`src/rtl/rra.sv`:
```
// rtl/rra.sv - N-way round-robin arbiter with registered one-hot grant
// Rotate the request vector to the pointer, priority-encode, then unrotate the winner.
module rra #(
    parameter int N = 4
) (
    input  logic         clk,
    input  logic         rst_n,
    input  logic [N-1:0] REQ,
    output logic [N-1:0] GNT
);

    localparam int PW = $clog2(N);
    localparam logic [PW:0] N_W = (PW+1)'(N);

    logic [PW-1:0] ptr;
    logic [PW-1:0] off;
    logic [PW-1:0] win;
    logic [PW-1:0] ptr_next;
    logic [PW:0]   sum;
    logic [N-1:0]  rot;
    logic          found;

    always_comb begin
        rot   = N'({REQ, REQ} >> ptr);
        found = 1'b0;
        off   = '0;
        for (int j = 0; j < N; j++) begin
            if (!found && rot[j]) begin
                found = 1'b1;
                off   = j[PW-1:0];
            end
        end
        sum      = {1'b0, ptr} + {1'b0, off};
        win      = (sum >= N_W) ? PW'(sum - N_W) : sum[PW-1:0];
        ptr_next = (win == PW'(N - 1)) ? '0 : win + 1'b1;
    end

    always_ff @(posedge clk) begin
        if (!rst_n) begin
            GNT <= '0;
            ptr <= '0;
        end else if (found) begin
            GNT <= N'(1) << win;
            ptr <= ptr_next;
        end else begin
            GNT <= '0;
        end
    end

endmodule

```
`config.mk`:
```
export PLATFORM = sky130hd
export DESIGN_NAME = rra
export DESIGN_NICKNAME = d
export VERILOG_FILES = /design/src/rtl/rra.sv
export SDC_FILE = /design/constraint.sdc
export NUM_CORES = 1
export LEC_CHECK = 0
export CELL_PAD_IN_SITES_DETAIL_PLACEMENT = 1
export CELL_PAD_IN_SITES_GLOBAL_PLACEMENT = 2
export CORE_MARGIN = 2
export CORE_UTILIZATION = 26
export DETAILED_ROUTE_END_ITERATION = 10
export MAX_ROUTING_LAYER = met4
export PLACE_DENSITY_LB_ADDON = 0.1
export SETUP_SLACK_MARGIN = 0.02
export SYNTH_ARGS = -nofsm -noshare
export SYNTH_HDL_FRONTEND = slang
export SYNTH_SLANG_ARGS = --single-unit
export TNS_END_PERCENT = 20
```
`constraint.sdc`:
```
create_clock -name clk -period 2.6 [get_ports clk]
set_input_delay 0.26 -clock clk [delete_from_list [all_inputs] [get_ports clk]]
set_output_delay 0.26 -clock clk [all_outputs]
set_load 0.01 [all_outputs]
```
==> impl_metrics.env, run 1 <==
export IMPL_synth_fp_nets=58
export IMPL_floorplan_initialDensity_pct=28.3
export IMPL_core_area_um2=1540
export IMPL_grt_antenna_before_repair=0
export IMPL_synth_commonest_cells="dfxtp_1, nor2_1, nor3_1"
export IMPL_slowest_stage="clkdlybuf4s50_1"
export IMPL_preCtsSetupSlack_ns=-0.0399
export IMPL_syn_area_um2=437
export IMPL_cts_tree="done"
export IMPL_rsz0062_at_grt="false"
export IMPL_cts_htree_levels=1
export IMPL_drt_wl_total_um=1220
export IMPL_grt_pass1_wl_um=2240
export IMPL_synth_area_leaders="dfxtp_1, mux4_2, nor2_1, nor3_1, nor4_1"
export IMPL_gp_congestion=0.689
export IMPL_crit_arrival_ns=2.39
export IMPL_hold_buffers=0
export IMPL_maxUsedRoutingLayer="met4"
export IMPL_synth_seq_cells=6
export IMPL_placedCellCount=83
export IMPL_hp_class="reg2reg"
export IMPL_cts_setup_buffers=0
export IMPL_dr_wl_met2_um=558
export IMPL_post_route_drc_count=0
export IMPL_cts_buffers_inserted=3
export IMPL_async_flop_share_pct=0
export IMPL_wl_met3_um=67
export IMPL_fmax_mhz=439
export IMPL_io_buffer_count=9
export IMPL_maxSlewViolCount=0
export IMPL_syn2layout_area_growth_pct=45.0
export IMPL_drive_above_1_share_pct=21.4
export IMPL_ctsResizeCount=0
export IMPL_synth_area_per_cell_um2=8.56
export IMPL_io_pins=10
export IMPL_synth_top_area_cell="dfxtp_1"
export IMPL_finalSetupViolCount=0
export IMPL_ys_warn_count=0
export IMPL_routedWlPerCell_um=14.2
export IMPL_met1_length_um=587
export IMPL_ant_nets=0
export IMPL_timing_final_crit_share_pct=87.6
export IMPL_final_area_um2=633
export IMPL_rows=14
export IMPL_synth_cell_types=29
export IMPL_fin_skew_ns=0.00580
export IMPL_fin_util_pct=41.1
export IMPL_hold_viol=0
export IMPL_grt_max_degree=11
export IMPL_critPathLaunch="REQ[1]"
export IMPL_cp_end_kind="flip-flop"
export IMPL_vias=474
export IMPL_grt_pass1_vias=530
export IMPL_root_buffer="clkbuf_4"
export IMPL_clk_pin_slew_ns=0.05
export IMPL_post_dp_cell_area_um2=604
export IMPL_period_needed_ns=2.28
export IMPL_hold_slack_ns=0.725
export IMPL_leakage_nw=0.242
export IMPL_grt_overflow_total=0
export IMPL_regToRegStartpoint="ptr[0]"
export IMPL_fin_cells=86
export IMPL_drv_cap=0
export IMPL_diodes=0
export IMPL_synth_seq_area_share_pct=27.5
export IMPL_worst_pin_slew_ns=0.391
export IMPL_ir_drop_uv=532
export IMPL_cp_start_kind="primary input"
export IMPL_critPathMaxStageDelay_ns=0.52
export IMPL_place_hpwl_um=1020
export IMPL_path_cells="clkdlybuf4s50_1 > nor2b_1 > a221oi_1 > a31oi_1 > a211o_1 > ha_1 > xor2_1 > xnor2_1 > nor4b_2 > o22ai_1"
export IMPL_nets=79
export IMPL_cts_path_max_buffers=2
export IMPL_dieArea_um2=2020
export IMPL_grt_util_all_layers_pct=16.1
export IMPL_drt_iter0_drc=1
export IMPL_die_x_um=45.0
export IMPL_min_from="ptr[0]"
export IMPL_clk_latency_ns=0.24
export IMPL_crit_fanout=4
export IMPL_synth_edf_count=0
export IMPL_criticalPathCategory="in2reg"
export IMPL_power_per_cell_area_nw_per_um2=1140
export IMPL_netlist_instances=51
export IMPL_synth_top_area_share_pct=27.5
export IMPL_relSlewSlack_pct=73.8
export IMPL_layout_setup_ws_ns=0.323
export IMPL_vias_per_cell=5.51
export IMPL_synthFlopType="dfxtp_1"
export IMPL_status="completed"
export IMPL_cp_num_buf_inv=1
export IMPL_cp_top_family="compound AO/OA/AOI/OAI gates"
export IMPL_first_pass_iters=3
export IMPL_cts_sinks=6
export IMPL_die_h_um=45.0
export IMPL_cp_required_ns=2.72
## area by class of cell
| cell class | count | area [µm²] |
|---|---|---|
| Clock buffer | 3 | 22.5 |
| Timing Repair Buffer | 18 | 158 |
| Sequential cell | 6 | 120 |
| Tap cell | 16 | 20.0 |
| Multi-Input combinational cell | 43 | 313 |
| Fill cell | 194 | 908 |
## flip-flops by register name, summed over array words and instances, names as in the netlist
register	flops
GNT	4
ptr	2
## placed cells by master, fill, tap and decap left out, types with 2 or more instances in the layout
cell type	n
buf_4	9
clkbuf_4	3
clkdlybuf4s50_1	9
dfxtp_1	6
nand2_1	2
nand2b_1	2
nor2_1	6
nor3_1	4
nor4_1	3
nor4b_2	2
o21ai_0	2
or2_1	3
xnor2_1	2
## logic make-up (layout without fill, tap and decap cells)
group                      after synthesis  in the layout  synth area share (%)
xor gates and xnor gates                 3              3                  6.02
muxes                                    1              1                  5.16
AOI/OAI and AO/OA                       10             10                  16.6
and+or+nand+nor                         28             28                  39.5
adders and majority gates                1              1                  2.86
buffers and inverters                    2             21                  2.29
DFF                                      6              6                  27.5
## through the flow
step / setup TNS [ns] / total power [mW]
2_1_floorplan: 0 / 0.417
3_3_place_gp: -0.0404 / 0.625
3_5_place_dp: -0.0399 / 0.635
4_1_cts: 0 / 0.724
5_1_grt: 0 / 0.796
6_report: 0 / 0.721
## final timing paths
path / cells past startpoint / end / slack (ns)
setup reg to reg: 9 / ptr[1] / 0.47
hold reg to reg: 2 / ptr[0] / 0.73
hold / removal: 2 / ptr[0] / 0.73
setup / recovery: 10 / ptr[1] / 0.32
## where the power goes
group / switching [mW] / internal (mW)
Sequential: 0.0202 / 0.131
Combinational: 0.217 / 0.270
Clock: 0.0315 / 0.0521
Total: 0.269 / 0.452
## routing by layer
layer / global-route usage (%) / up-vias
met3: 3.60 / 2
li1: - / 235
met1: 19.1 / 226
met4: 8.82 / 0
met2: 25.1 / 11
met5: - / -
## tightest hold or removal path, delay by kind of cell (launching register included)
kind / cells / cell delay (ns)
buffers and inverters: 1 / 0.18
AO/OA/AOI/OAI: 1 / 0.17
flip-flops: 1 / 0.34
(Power assumes the default switching activity.)
==> run 2, diff against run 1 <==
--- a/config.mk
+++ b/config.mk
@@ -12,6 +12,7 @@
 export DETAILED_ROUTE_END_ITERATION = 10
 export MAX_ROUTING_LAYER = met4
 export PLACE_DENSITY_LB_ADDON = 0.1
+export RECOVER_POWER = 50
 export SETUP_SLACK_MARGIN = 0.02
 export SYNTH_ARGS = -nofsm -noshare
 export SYNTH_HDL_FRONTEND = slang
==> run 2 against run 1 <==
Effect of this change: register-to-register slack barely moved; flip-flop and latch count is the same; routed wire length stayed put; non-clock buffer count did not move; sequential share of layout area unchanged; cell area unchanged; worst setup slack stayed put; clock skew unchanged.
==> impl_metrics.env, run 2 (synthesis results as in run 1) <==
export IMPL_grt_util_all_layers_pct=16.1
export IMPL_timing_final_crit_share_pct=87.6
export IMPL_root_buffer="clkbuf_4"
export IMPL_hp_class="reg2reg"
export IMPL_syn2layout_area_growth_pct=45.0
export IMPL_period_needed_ns=2.28
export IMPL_nets=79
export IMPL_first_pass_iters=3
export IMPL_criticalPathCategory="in2reg"
export IMPL_grt_max_degree=11
export IMPL_top_register="GNT"
export IMPL_core_area_um2=1540
export IMPL_hold_viol=0
export IMPL_grt_pass1_vias=530
export IMPL_ant_nets=0
export IMPL_diodes=0
export IMPL_io_pins=10
export IMPL_drt_wl_total_um=1220
export IMPL_largest_reg_flops=4
export IMPL_post_dp_cell_area_um2=604
export IMPL_cp_end_kind="flip-flop"
export IMPL_die_x_um=45.0
export IMPL_routedWlPerCell_um=14.2
export IMPL_place_hpwl_um=1020
export IMPL_clk_latency_ns=0.24
export IMPL_cts_htree_levels=1
export IMPL_grt_overflow_total=0
export IMPL_fin_util_pct=41.1
export IMPL_io_buffer_count=9
export IMPL_cts_sinks=6
export IMPL_drive_above_1_share_pct=21.4
export IMPL_post_route_drc_count=0
export IMPL_rsz0062_at_grt="false"
export IMPL_finalSetupViolCount=0
export IMPL_final_common_cell="buf_4"
export IMPL_clk_pin_slew_ns=0.05
export IMPL_relSlewSlack_pct=73.8
export IMPL_die_h_um=45.0
export IMPL_drt_iter0_drc=1
export IMPL_cts_buffers_inserted=3
export IMPL_fmax_mhz=439
export IMPL_hold_slack_ns=0.725
export IMPL_layout_common_cells="buf_4, dfxtp_1, nor2_1, clkdlybuf4s50_1"
export IMPL_reg_top3="GNT (4), ptr (2)"
export IMPL_leakage_nw=0.253
export IMPL_crit_fanout=4
export IMPL_ir_drop_uv=530
export IMPL_rows=14
export IMPL_final_area_um2=633
export IMPL_fin_skew_ns=0.00580
export IMPL_floorplan_initialDensity_pct=28.3
export IMPL_grt_antenna_before_repair=0
export IMPL_cts_tree="done"
export IMPL_cp_required_ns=2.72
export IMPL_crit_arrival_ns=2.39
export IMPL_grt_pass1_wl_um=2240
export IMPL_cts_path_max_buffers=2
export IMPL_dieArea_um2=2020
export IMPL_worst_pin_slew_ns=0.391
export IMPL_cp_start_kind="primary input"
export IMPL_status="completed"
export IMPL_drv_cap=0
export IMPL_vias_per_cell=5.51
export IMPL_vias=474
export IMPL_gp_congestion=0.689
export IMPL_hold_buffers=0
export IMPL_power_per_cell_area_nw_per_um2=1120
export IMPL_maxSlewViolCount=0
## run 2: cell count changes in the layout (fill, tap and decap cells not counted)
cell             change
dlygate4sd3_1        +4
clkdlybuf4s50_1      -4
## run 2: critical path: stages
cell and delay (ns):
clkdlybuf4s50_1 0.52, nor2b_1 0.06, a221oi_1 0.23, a31oi_1 0.07, a211o_1 0.24, ha_1 0.20
xor2_1 0.17, xnor2_1 0.24, nor4b_2 0.27, o22ai_1 0.12
## run 2: per-layer routing
metal / routed length (µm) / up-vias / share of wire [%] / GRT usage (%)
li1: - / 235 / - / -
met5: 0 / - / 0 / -
met1: 587 / 226 / 48 / 19.1
met2: 558 / 11 / 46 / 25.1
met4: 8 / 0 / 0.65 / 8.82
met3: 67 / 2 / 5.5 / 3.60
## run 2: where the power goes
group,switching [mW],internal [mW],leakage [nW]
logic,0.217,0.261,0.190
registers,0.0192,0.131,0.0496
clock network,0.0315,0.0521,0.0138
## run 2: layout make-up
| type | instances | area (µm²) |
|---|---|---|
| fill | 194 | 908 |
| multi-input combinational | 43 | 313 |
| timing repair buffer | 18 | 158 |
| sequential | 6 | 120 |
| clock buffer | 3 | 22.5 |
| tap | 16 | 20.0 |
## run 2: worst paths after layout
check | from | end | slack (ns) | cells past startpoint
worst min register to register | ptr[0] | ptr[0] | 0.73 | 2
worst max register to register | ptr[0] | ptr[1] | 0.47 | 9
worst min-delay path | ptr[0] | ptr[0] | 0.73 | 2
worst max-delay path | REQ[1] | ptr[1] | 0.32 | 10
## run 2: stage by stage
step           setup WS, ns  instances  total power [mW]  setup TNS [ns]
3_5_place_dp        -0.0399         83             0.635         -0.0399
3_3_place_gp        -0.0404         83             0.625         -0.0404
2_1_floorplan         0.412         51             0.417               0
5_1_grt              0.0732         86             0.787               0
6_report              0.323         86             0.711               0
4_1_cts               0.210         86             0.724               0
## run 2: timing repair
item	CTS	global route
gates resized for setup	0	1
buffers inserted	0	0
endpoints found under the hold margin	0	0
endpoints found under the setup margin	0	1
==> run 3, diff against run 2 <==
==> constraint.sdc (replaced) <==
create_clock -name clk -period 2.6 [get_ports clk]
set_input_delay 0.52 -clock clk [delete_from_list [all_inputs] [get_ports clk]]
set_output_delay 0.52 -clock clk [all_outputs]
set_load 0.01 [all_outputs]
==> run 3 against run 2 <==
Effect of this change: power down 0.83%; highest routed layer unchanged; cell area up 4.5%; flip-flop and latch count unchanged; clock skew up 0.0059 ns; hold slack better by 0.0095 ns.
==> impl_metrics.env, run 3 (synthesis results as in run 1) <==
export IMPL_status="completed"
export IMPL_nets=82
export IMPL_drt_iter0_drc=5
export IMPL_clk_latency_ns=0.25
export IMPL_cts_tree="done"
export IMPL_cp_end_kind="flip-flop"
export IMPL_grt_overflow_total=0
export IMPL_vias_per_cell=5.55
export IMPL_gp_congestion=0.690
export IMPL_place_hpwl_um=1000
export IMPL_floorplan_initialDensity_pct=28.3
export IMPL_dieArea_um2=2020
export IMPL_clk_pin_slew_ns=0.05
export IMPL_regToRegStartpoint="ptr[1]"
export IMPL_hp_class="reg2reg"
export IMPL_timing_final_crit_share_pct=95.2
export IMPL_io_buffer_count=9
export IMPL_ff_latch_area_um2=120
export IMPL_layout_common_cells="buf_4, dfxtp_1, nor2_1, clkdlybuf4s50_1, nor3_1"
export IMPL_top_register="GNT"
export IMPL_critPathLaunch="REQ[1]"
export IMPL_final_common_cell="buf_4"
export IMPL_leakage_nw=0.266
export IMPL_finalSetupViolCount=0
export IMPL_maxSlewViolCount=0
export IMPL_ant_nets=0
export IMPL_grt_pass1_vias=496
export IMPL_ir_drop_uv=553
export IMPL_syn2layout_area_growth_pct=51.6
export IMPL_crit_fanout=4
export IMPL_reg2reg_to="ptr[1]"
export IMPL_fill_cells=191
export IMPL_power_per_cell_area_nw_per_um2=1070
export IMPL_die_x_um=45.0
export IMPL_period_needed_ns=2.47
export IMPL_root_buffer="clkbuf_4"
export IMPL_cts_path_max_buffers=2
export IMPL_first_pass_iters=5
export IMPL_min_from="ptr[1]"
export IMPL_cts_setup_buffers=0
export IMPL_cp_start_kind="primary input"
export IMPL_grt_max_degree=11
export IMPL_cts_sinks=6
export IMPL_die_h_um=45.0
export IMPL_rsz0062_at_grt="true"
export IMPL_cp_required_ns=2.73
export IMPL_r2r_setup_slack_ns=0.51
export IMPL_worst_pin_slew_ns=0.432
export IMPL_rows=14
export IMPL_relSlewSlack_pct=71.1
export IMPL_reg2regPathDepth=8
export IMPL_hold_viol=0
export IMPL_cts_htree_levels=1
export IMPL_post_route_drc_count=0
export IMPL_criticalPathCategory="in2reg"
export IMPL_cts_buffers_inserted=3
export IMPL_routedWlPerCell_um=14.3
export IMPL_diodes=0
export IMPL_vias=494
export IMPL_endpoint="ptr[1]"
export IMPL_drv_cap=0
export IMPL_reg_top3="GNT (4), ptr (2)"
export IMPL_placedCellCount=86
export IMPL_total_power_mw=0.706
export IMPL_io_pins=10
export IMPL_drt_wl_total_um=1270
export IMPL_core_area_um2=1540
export IMPL_fin_skew_ns=0.0117
export IMPL_crit_arrival_ns=2.61
export IMPL_grt_util_all_layers_pct=16.5
export IMPL_hold_slack_ns=0.735
export IMPL_fmax_mhz=404
export IMPL_grt_antenna_before_repair=0
export IMPL_multiInputGateArea_um2=319
export IMPL_grt_pass1_wl_um=2230
export IMPL_fin_cells=89
export IMPL_largest_reg_flops=4
export IMPL_drive_above_1_share_pct=26.0
==> run 3: changes by cell type in the layout (fill, tap and decap cells not counted), sizes merged <==
| cell | change |
|---|---|
| dlygate4sd3 | -1 |
| buf | +3 |
| clkdlybuf4s50 | +1 |
==> run 3: how the worst min path moves through the flow <==
stage / end / depth (start not counted)
after detailed placement: ptr[1] / 2
after global routing: ptr[1] / 2
final: ptr[1] / 2
after CTS: ptr[1] / 2
after floorplan: ptr[1] / 3
after global placement: ptr[1] / 2
==> run 3: timing repair <==
item | in CTS | in global routing
endpoints found under the hold margin | 0 | 0
resized for setup | 1 | 1
pin swaps | 0 | 0
setup endpoints to repair | 1 | 5
hold buffers | 0 | 0
==> run 3: where the power goes <==
part | total [mW] | internal [mW] | switching [mW] | leakage, nW
clock | 0.0902 | 0.0525 | 0.0377 | 0.0138
sequential | 0.162 | 0.130 | 0.0317 | 0.0496
combinational | 0.453 | 0.250 | 0.204 | 0.202
==> run 3: cell type report <==
cell class / instances / area share [%]
well taps: 16 / 3.02
repair buffers: 21 / 27.2
multi-input cells: 43 / 48.2
clock buffers: 3 / 3.40
flip-flops and latches: 6 / 18.1
==> run 3: metal layers <==
layer  global-route usage [%]  share of wire, %  vias to the layer above
met5                        -                 0                        -
met4                     8.82               1.0                        0
met3                     6.00               5.9                        2
met2                     23.4                46                       17
met1                     20.0                47                      235
li1                         -                 -                      240
==> run 3: critical path, cell delays in order <==
cell,delay [ns]
clkdlybuf4s50_1,0.52
nor2b_1,0.06
a221oi_1,0.25
a31oi_1,0.07
a211o_1,0.25
ha_1,0.21
xor2_1,0.17
xnor2_1,0.21
nor4b_2,0.23
o22ai_1,0.12
==> run 3: through the flow <==
step / utilization, % / TNS (ns) / worst slack, ns / area, µm²
floorplan: - / 0 / 0.412 / 437
detailed placement: 40.7 / -0.827 / -0.258 / 627
global placement: 40.7 / -0.590 / -0.178 / 627
CTS: 42.5 / 0 / 0.0608 / 656
global route: 42.9 / -0.0962 / -0.0305 / 662
finish: 42.9 / 0 / 0.126 / 662
